$ cat src/rtl/array_index_walker.sv
// array_index_walker: walks every index tuple of a 3-D array in declaration order,
// dimension 1 outermost and dimension 3 innermost, one tuple per valid/ready beat.
module array_index_walker #(
    parameter int          L1 = 7,
    parameter int          R1 = 2,
    parameter int          L2 = 2,
    parameter int          R2 = 9,
    parameter int          L3 = 1,
    parameter int          R3 = 4,
    parameter int unsigned IW = 8,
    parameter int unsigned OW = 8
) (
    input  logic          clk,
    input  logic          rst,
    input  logic          start,
    input  logic          abort,
    input  logic          ready,
    output logic          valid,
    output logic [IW-1:0] idx1,
    output logic [IW-1:0] idx2,
    output logic [IW-1:0] idx3,
    output logic [OW-1:0] offset,
    output logic          last,
    output logic          busy,
    output logic          done
);

    // Walking left to right moves an index down when left >= right, up otherwise.
    localparam logic DOWN1 = (L1 >= R1);
    localparam logic DOWN2 = (L2 >= R2);
    localparam logic DOWN3 = (L3 >= R3);

    localparam logic [IW-1:0] LEFT1  = IW'(L1);
    localparam logic [IW-1:0] LEFT2  = IW'(L2);
    localparam logic [IW-1:0] LEFT3  = IW'(L3);
    localparam logic [IW-1:0] RIGHT1 = IW'(R1);
    localparam logic [IW-1:0] RIGHT2 = IW'(R2);
    localparam logic [IW-1:0] RIGHT3 = IW'(R3);

    // A 1x1x1 array makes the very first beat also the last one.
    localparam logic SINGLE = (L1 == R1) && (L2 == R2) && (L3 == R3);

    typedef enum logic {
        IDLE = 1'b0,
        RUN  = 1'b1
    } state_t;

    state_t        state;
    logic [IW-1:0] nxt1;
    logic [IW-1:0] nxt2;
    logic [IW-1:0] nxt3;
    logic          nxt_last;

    // Next index tuple: innermost steps, carrying outward when an index sits on its right bound.
    always_comb begin
        nxt1 = idx1;
        nxt2 = idx2;
        nxt3 = idx3;
        if (idx3 == RIGHT3) begin
            nxt3 = LEFT3;
            if (idx2 == RIGHT2) begin
                nxt2 = LEFT2;
                nxt1 = DOWN1 ? (idx1 - IW'(1)) : (idx1 + IW'(1));
            end else begin
                nxt2 = DOWN2 ? (idx2 - IW'(1)) : (idx2 + IW'(1));
            end
        end else begin
            nxt3 = DOWN3 ? (idx3 - IW'(1)) : (idx3 + IW'(1));
        end
        nxt_last = (nxt1 == RIGHT1) && (nxt2 == RIGHT2) && (nxt3 == RIGHT3);
    end

    // Walk control and all registered outputs.
    always_ff @(posedge clk) begin
        if (rst) begin
            state  <= IDLE;
            valid  <= 1'b0;
            busy   <= 1'b0;
            done   <= 1'b0;
            last   <= 1'b0;
            idx1   <= LEFT1;
            idx2   <= LEFT2;
            idx3   <= LEFT3;
            offset <= '0;
        end else begin
            done <= 1'b0;
            case (state)
                IDLE: begin
                    if (start && !abort) begin
                        state  <= RUN;
                        valid  <= 1'b1;
                        busy   <= 1'b1;
                        last   <= SINGLE;
                        idx1   <= LEFT1;
                        idx2   <= LEFT2;
                        idx3   <= LEFT3;
                        offset <= '0;
                    end
                end
                RUN: begin
                    if (abort || (ready && last)) begin
                        // Leave the walk; only a completed walk pulses done.
                        state  <= IDLE;
                        valid  <= 1'b0;
                        busy   <= 1'b0;
                        last   <= 1'b0;
                        done   <= !abort;
                        idx1   <= LEFT1;
                        idx2   <= LEFT2;
                        idx3   <= LEFT3;
                        offset <= '0;
                    end else if (ready) begin
                        idx1   <= nxt1;
                        idx2   <= nxt2;
                        idx3   <= nxt3;
                        offset <= offset + OW'(1);
                        last   <= nxt_last;
                    end
                end
                default: begin
                    state <= IDLE;
                    valid <= 1'b0;
                    busy  <= 1'b0;
                    last  <= 1'b0;
                end
            endcase
        end
    end

endmodule

$ cat config.mk
export PLATFORM = sky130hd
export DESIGN_NAME = array_index_walker
export DESIGN_NICKNAME = d
export VERILOG_FILES = /design/src/rtl/array_index_walker.sv
export SDC_FILE = /design/constraint.sdc
export NUM_CORES = 1
export LEC_CHECK = 0
export BUFFER_PORTS_ARGS = -buffer_cell sky130_fd_sc_hd__buf_2
export CAP_MARGIN = 20
export CORE_AREA = 2 2 69 71
export DETAILED_ROUTE_END_ITERATION = 12
export DIE_AREA = 0 0 71 73
export PLACE_DENSITY = 0.67
export SLEW_MARGIN = 20
export SYNTH_ARGS = -nofsm -noshare
export SYNTH_HDL_FRONTEND = slang
export SYNTH_SLANG_ARGS = --single-unit
$ cat constraint.sdc
create_clock -name clk -period 2.5 [get_ports clk]
set_input_delay 0.5 -clock clk [delete_from_list [all_inputs] [get_ports clk]]
set_output_delay 0.5 -clock clk [all_outputs]
set_load 0.005 [all_outputs]
After elaboration in Yosys (flattened, before gate mapping) --
Cells that the tools add are included.
Storage, ports and cells: word-level logic and storage cells 62, bits in registers 36, output and inout port bits 36
Cells by class: reduce and logical (&&, ||, !) cells 9, bitwise logic cells 2, eq/ne operators 8, add/sub/neg operators 4, muxes and demuxes 31
Operator list (count):
- 8-bit 2-to-1 mux | 17
- 8-bit one-hot mux with 2 select lines | 4
- 8-bit by 1-bit adder with 8-bit output (second input constant) | 3
- 8-bit by 3-bit equality test with 1-bit output (second input constant) | 2
- 8-bit by 4-bit equality test with 1-bit output (second input constant) | 2
- 8-bit by 2-bit equality test with 1-bit output (second input constant) | 1
- 8-bit by 1-bit subtractor with 8-bit output (second input constant) | 1
- 1-bit 2-to-1 mux | 7
- 1-bit one-hot mux with 2 select lines | 3
- 1-bit logical AND | 4
- 2-bit AND reduction | 2
- 3-bit by 2-bit != test with 1-bit output (second input constant) | 1
- 3-bit OR reduction | 1
- 2-bit by 1-bit != test with 1-bit output (second input constant) | 1
- 2-bit != test (second input constant) | 1
- 1-bit NOT | 2
- 1-bit logical NOT | 1
- 1-bit logical OR | 1

Logic depth before layout (Yosys ltp) --
Gate-level depths: netlist of run 1.
word-level depth 9, mapped depth 9, depth with buffers taken out 8

Least setup slack after synthesis of run 1 --
OpenSTA, ideal clock, no wires.
kind input port to flip-flop, start input port abort, end register last, slack 0.454 ns, arrival time 1.977 ns, data required time 2.431 ns, path buffers 0, stages 6, library setup time 0.069 ns, cells stage by stage or3b_4 -> and2_4 -> or4_4 -> nor4_2 -> nand4b_1 -> o21ai_1
On the way: cells in the longest elaborated chain, start to end 4, elaborated cells between the ends (all ways) 8, those cells by class eq/ne (2); mux (2); reduce/logical (4)
Ends and longest elaborated chain:
- from (decl) | line 16 | input logic abort,
- 1-bit logical NOT | line 89 | if (start && !abort) begin
- 1-bit logical AND | line 89
- 2-bit != test (no source line)
- 2-bit AND reduction (no source line)
- to (signal assigned) | line 117 | last <= nxt_last;
- to (decl) | line 23 | output logic last,
Several ways; a longest one is shown, not always the timed one. A chain may end at the register's enable or synchronous reset.

Worst setup path in the final report of run 1 --
start register idx3[1], end register last
On the way: cells in the longest elaborated chain, start to end 8, elaborated cells between the ends (all ways) 13, those cells by class add/sub (1); eq/ne (4); mux (6); reduce/logical (2)
Ends and longest elaborated chain:
- from (decl) | line 21 | output logic [IW-1:0] idx3,
- from (signal assigned) | line 115 | idx3 <= nxt3;
- branches (longest 4 deep; another with 8-bit by 1-bit adder with 8-bit output)
- 1-bit logical AND * | line 70 | nxt_last = (nxt1 == RIGHT1) && (nxt2 == RIGHT2) && (nxt3 == RIGHT3);
- 1-bit 2-to-1 mux * | line 112 | end else if (ready) begin
- 1-bit 2-to-1 mux * | line 101 | if (abort || (ready && last)) begin
- 1-bit one-hot mux with 2 select lines * | line 87 | case (state)
Mark *: on every way between the ends. The select of a mux whose other input is x is not followed.

==> impl_metrics.toml, run 1 <==
[cells_and_area]
layout-drive-gt1-share_pct = 20.7
seqCellArea_sq_um = 721
nets = 310
multi_input_area_sq_um = 1200
syn2layout_area_growth_pct = 20.0
diodes = 0
most-common-layout-cells = "40 x nor2_1, 40 x buf_2, 36 x dfxtp_1, 21 x nand2_1, 21 x a21oi_1"
fill_cells = 456

[critical_path]
cp.required_ps = 2730
arrival_ps = 2380
setup.worst_path.start_class = "register"
cp_max_fo = 7
critPathKind = "reg2reg"
crit_path_end_kind = "register"

[pwr]
pwr-share-clk_pct = 46.4
power_switching_uw = 267
intPower_uw = 953
pwr-share-comb_pct = 6.0
p_total_mw = 1.22
swShare_pct = 21.9
ir_drop_mv = 0.206
p_seq_share_pct = 47.7
power_density_nw_per_um2 = 510
leakage_nw = 1.01

[grt]
antenna_found_initial = 0
overflow = 0
grt_usage_pct = 19.7
grt_pass1_vias = 1720
grt_first_pass_wirelength_microns = 8090
grt_max_degree = 28

[sta]
rsz0062_at_grt = "false"
hold_violations = 0
holdWs_ps = 423
fin_crit_sh_pct = 86.0
finalClockSkew_ps = 6.63
report.final.slew_viol_count = 0
worstMarginPinSlew_ps = 516
fmaxAchievable_mhz = 465
slew_headroom_pct = 65.6
setup_viol_count_final = 0
post-route-min-period_ps = 2150
fin_tns_setup_ps = 0

[yosys]
seq_area_frac_synth_pct = 36.2
yosys_register_bits = 36
synthAdderAreaFrac_pct = 4.40
syn_nets = 268
synth-simple-area-share_pct = 32.3
ys_types = 43
synth_edf_count = 0
synth_area_per_cell_sq_um = 7.78
ys_warn_count = 0
synth_top_family_by_area = "simple AND/OR/NAND/NOR gates"
synth_compound_area_share_pct = 16.0
synthArstFlopShare_pct = 0
synth_area_sq_um = 1990
synthMuxAreaShare_pct = 1.63
synthCells = 256
yosys.area_share.xor_xnor_pct = 5.72
synthFlopType = "dfxtp_1"

[drt]
vias_per_cell = 5.59
antenna_left = 0
num_vias = 1974
wl_per_cell_microns = 14.3
first_iter_violations = 95
routed_wl_microns = 5040
route.detailed.drc = 0
firstDrtPassIters = 4

[placement]
port_buffers = 40
place_hpwl_microns = 3580
place_congestion = 0.879

[cts]
numCtsBuffers = 5
clock_latency_ps = 290
clkTransAtPathRegs_ps = 70
postCtsHoldBufs = 0
clock_sink_count = 36
cts_resized = 0
cts_root_buf = "clkbuf_8"
cts_tree = "built"
clock_path_buffers = 2
post_cts_buffers = 0
cts_max_level = 2

[die]
die_h_microns = 73
core_sq_um = 4540
die_width_microns = 71
die_area_sq_um = 5180
initial_core_util_pct = 43.9
row_count = 25
ios = 41

[outcome]
status = "completed"

[run]
drv_cap = 0

[hold_path]
hp-class = "in2reg"
-- power groups by stage --
stage | logic (mW) | registers [mW] | clock network, mW
6_report | 0.0728 | 0.582 | 0.566
5_1_grt | 0.0809 | 0.582 | 0.594
4_1_cts | 0.0728 | 0.581 | 0.578
3_5_place_dp | 0.0722 | 0.595 | 0
3_3_place_gp | 0.0717 | 0.595 | 0
2_1_floorplan | 0.0479 | 0.594 | 0
-- state kept, by name, indices dropped and copies added, names as in the netlist --
name    cells
idx1        8
idx2        8
idx3        8
offset      8
busy        1
done        1
last        1
state       1
-- worst max-delay path: stages (launching register included) --
cell,delay [ps]
dfxtp_1,470
ha_1,280
and3_1,260
and3_1,250
mux2_2,340
o21ai_0,230
nand4b_1,140
o21ai_1,130
-- final timing paths --
check                                     startpoint                 to  slack, ps  depth (start not counted)
worst min register to register     busy$_SDFFE_PP0P_  busy$_SDFFE_PP0P_        500                          2
worst max register to register  idx3[1]$_SDFFE_PP0P_  last$_SDFFE_PP0P_        350                          7
worst max-delay path            idx3[1]$_SDFFE_PP0P_  last$_SDFFE_PP0P_        350                          7
worst min-delay path                           abort   state$_SDFF_PP0_        420                          2
-- metrics by stage --
| step | instances | cell area (sq um) | util [%] | setup slack, ps |
|---|---|---|---|---|
| after floorplan | 256 | 1990 | - | 454 |
| after global placement | 345 | 2260 | 49.9 | 279 |
| after detailed placement | 345 | 2260 | 49.9 | 242 |
| after CTS | 353 | 2390 | 52.7 | 390 |
| after global routing | 353 | 2390 | 52.7 | 198 |
| final | 353 | 2390 | 52.7 | 349 |
-- final cells by class --
type	instances	share of cell area [%]
Multi-Input combinational cell	201	50.1
Tap cell	54	2.83
Timing Repair Buffer	47	10.6
Clock buffer	7	4.03
Sequential cell	36	30.2
Inverter	7	1.10
Clock inverter	1	1.26
-- routing by layer --
metal / up-vias / share of wire (%) / global-route usage (%) / routed length (microns)
met4: 0 / 0.99 / 5.03 / 50
met5: - / 0 / 0 / 0
li1: 996 / - / - / -
met3: 5 / 6.0 / 4.14 / 301
met1: 916 / 46 / 26.1 / 2340
met2: 57 / 47 / 32.8 / 2350
-- synthesized netlist by cell type (2+ instances only) --
library cell	instances	area share, %
dfxtp_1	36	36
o21ai_0	19	4.8
a31oi_1	2	0.63
a21oi_1	21	5.3
ha_1	7	4.4
clkbuf_1	11	2.1
nand2b_1	3	0.94
nor3b_1	3	1.1
or4_1	2	0.75
nor4b_1	2	0.88
o31ai_1	2	0.75
inv_1	7	1.3
nand3_1	12	3.0
xnor2_1	4	1.8
nand3b_1	5	1.9
a22oi_1	5	1.9
nand2_1	21	4.0
nand4_1	7	2.2
a21o_1	2	0.75
and3_1	6	1.9
nor2b_1	2	0.63
nor2_1	40	7.5
mux2_2	2	1.1
nor4_1	3	0.94
xor2_1	9	4.0
nor3_1	5	1.3
and2_1	2	0.63
-- logic make-up (layout without fill, tap and decap cells) --
logic type,after synthesis,in the layout
flops,36,36
buf+inv,19,62
xor+xnor,13,13
fa+ha+maj,7,7
mux,3,3
compound gates,56,56
simple gates,122,122
No activity file was read; power rests on OpenSTA's default activity.
==> run 2: changes to the inputs <==
RECOVER_POWER = 100   (was unset)
==> run 2 against run 1 <==
Effect of this change:
- sequential power about the same
- cell count did not move
- worst hold slack worse by 4.6 ps
- fmax is 3.0% lower
- highest routed layer unchanged
- design area is 1.8% lower
- combinational power fell by 5.8%
- sequential cell count is the same
- global-route usage unchanged
- register-to-register slack worse by 70 ps
- first-iteration DRC count shrank 11%
- core utilization decreased by 0.94 points
- clock skew fell by 2.3 ps
==> impl_metrics.toml, run 2 (same netlist as run 1, synthesis figures left out) <==
[sta]
report.final.slew_viol_count = 0
fin_ws_ps = 284
fmaxAchievable_mhz = 451
rsz0062_at_grt = "false"
fin_tns_setup_ps = 0
slew_headroom_pct = 22.5
post-route-min-period_ps = 2220
setup_viol_count_final = 0
holdWs_ps = 418
finalClockSkew_ps = 4.30
hold_violations = 0
fin_crit_sh_pct = 88.7
worstMarginPinSlew_ps = 1160

[die]
die_width_microns = 71
row_count = 25
core_sq_um = 4540
initial_core_util_pct = 43.9
die_area_sq_um = 5180
die_h_microns = 73
ios = 41

[cells_and_area]
fin_cells = 353
nets = 310
fin_area_sq_um = 2350
diodes = 0
syn2layout_area_growth_pct = 17.8
layout-drive-gt1-share_pct = 13.4
fin_util_pct = 51.8
mostFrequentLayoutCell = "nor2_1"
most-common-layout-cells = "40 x nor2_1, 36 x dfxtp_1, 25 x buf_2, 21 x nand2_1, 21 x a21oi_1"

[critical_path]
arrival_ps = 2340
cp_max_fo = 10
setup.worst_path.start_class = "register"
cp.required_ps = 2620
critPathKind = "reg2reg"
crit_path_end_kind = "register"

[grt]
grt_first_pass_wirelength_microns = 8090
overflow = 0
grt_usage_pct = 19.7
grt_pass1_vias = 1720
antenna_found_initial = 0
grt_max_degree = 28

[cts]
clock_path_buffers = 2
clock_sink_count = 36
cts_root_buf = "clkbuf_8"
cts_resized = 0
numCtsBuffers = 5
clock_latency_ps = 290
post_cts_buffers = 0
cts_tree = "built"
clkTransAtPathRegs_ps = 70
postCtsHoldBufs = 0
cts_max_level = 2

[drt]
first_iter_violations = 85
firstDrtPassIters = 5
num_vias = 1974
vias_per_cell = 5.59
wl_per_cell_microns = 14.1
route.detailed.drc = 0
routed_wl_microns = 4970
antenna_left = 0

[run]
drv_cap = 0

[pwr]
power_switching_uw = 264
p_seq_share_pct = 47.9
pwr-share-comb_pct = 5.7
ir_drop_mv = 0.204
pwr-share-clk_pct = 46.4
intPower_uw = 949
leakage_nw = 0.928
power_density_nw_per_um2 = 517
swShare_pct = 21.7
p_total_mw = 1.21

[placement]
place_hpwl_microns = 3580
placed_cells = 345
pre_cts_ws_ps = 242
postPlaceCellArea_sq_um = 2260
port_buffers = 40
place_congestion = 0.879

[outcome]
status = "completed"

[hold_path]
hp-class = "in2reg"
run 2: routing by layer:
layer	part of all wire, %	global-route usage, %	routed length [microns]	up-vias
met5	0	0	0	-
met4	1.1	5.03	54	0
met3	6.6	4.14	326	6
met2	47	32.8	2320	65
met1	46	26.1	2270	905
li1	-	-	-	998
run 2: layout make-up:
cell class / instances / area, sq um
Fill cell: 463 / 2190
Sequential cell: 36 / 721
Inverter: 7 / 26.3
Tap cell: 54 / 67.6
Timing Repair Buffer: 47 / 215
Clock inverter: 1 / 30.0
Clock buffer: 7 / 96.3
Multi-Input combinational cell: 201 / 1190
run 2: critical path, stage by stage, from the launching register on:
cell and delay, ps:
dfxtp_1 470, inv_1 100, ha_1 180, nor4b_2 160, nand2_1 240, clkbuf_1 320, nor2_1 130, and4b_1 200
o21ai_0 160, a21oi_1 90
run 2: path summary, 6_finish.rpt:
kind	from	end	slack (ps)	cells after the start
max	idx3[1]$_SDFFE_PP0P_	idx2[3]$_SDFFE_PP0P_	280	9
max reg2reg	idx3[1]$_SDFFE_PP0P_	idx2[3]$_SDFFE_PP0P_	280	9
min	abort	state$_SDFF_PP0_	420	2
min reg2reg	busy$_SDFFE_PP0P_	busy$_SDFFE_PP0P_	500	2
run 2: power by group through the flow:
stage	registers [mW]	logic, mW	clock network (mW)
after floorplan	0.594	0.0479	0
after global placement	0.595	0.0717	0
after detailed placement	0.595	0.0722	0
after CTS	0.581	0.0728	0.578
after global routing	0.582	0.0770	0.594
final	0.582	0.0686	0.563
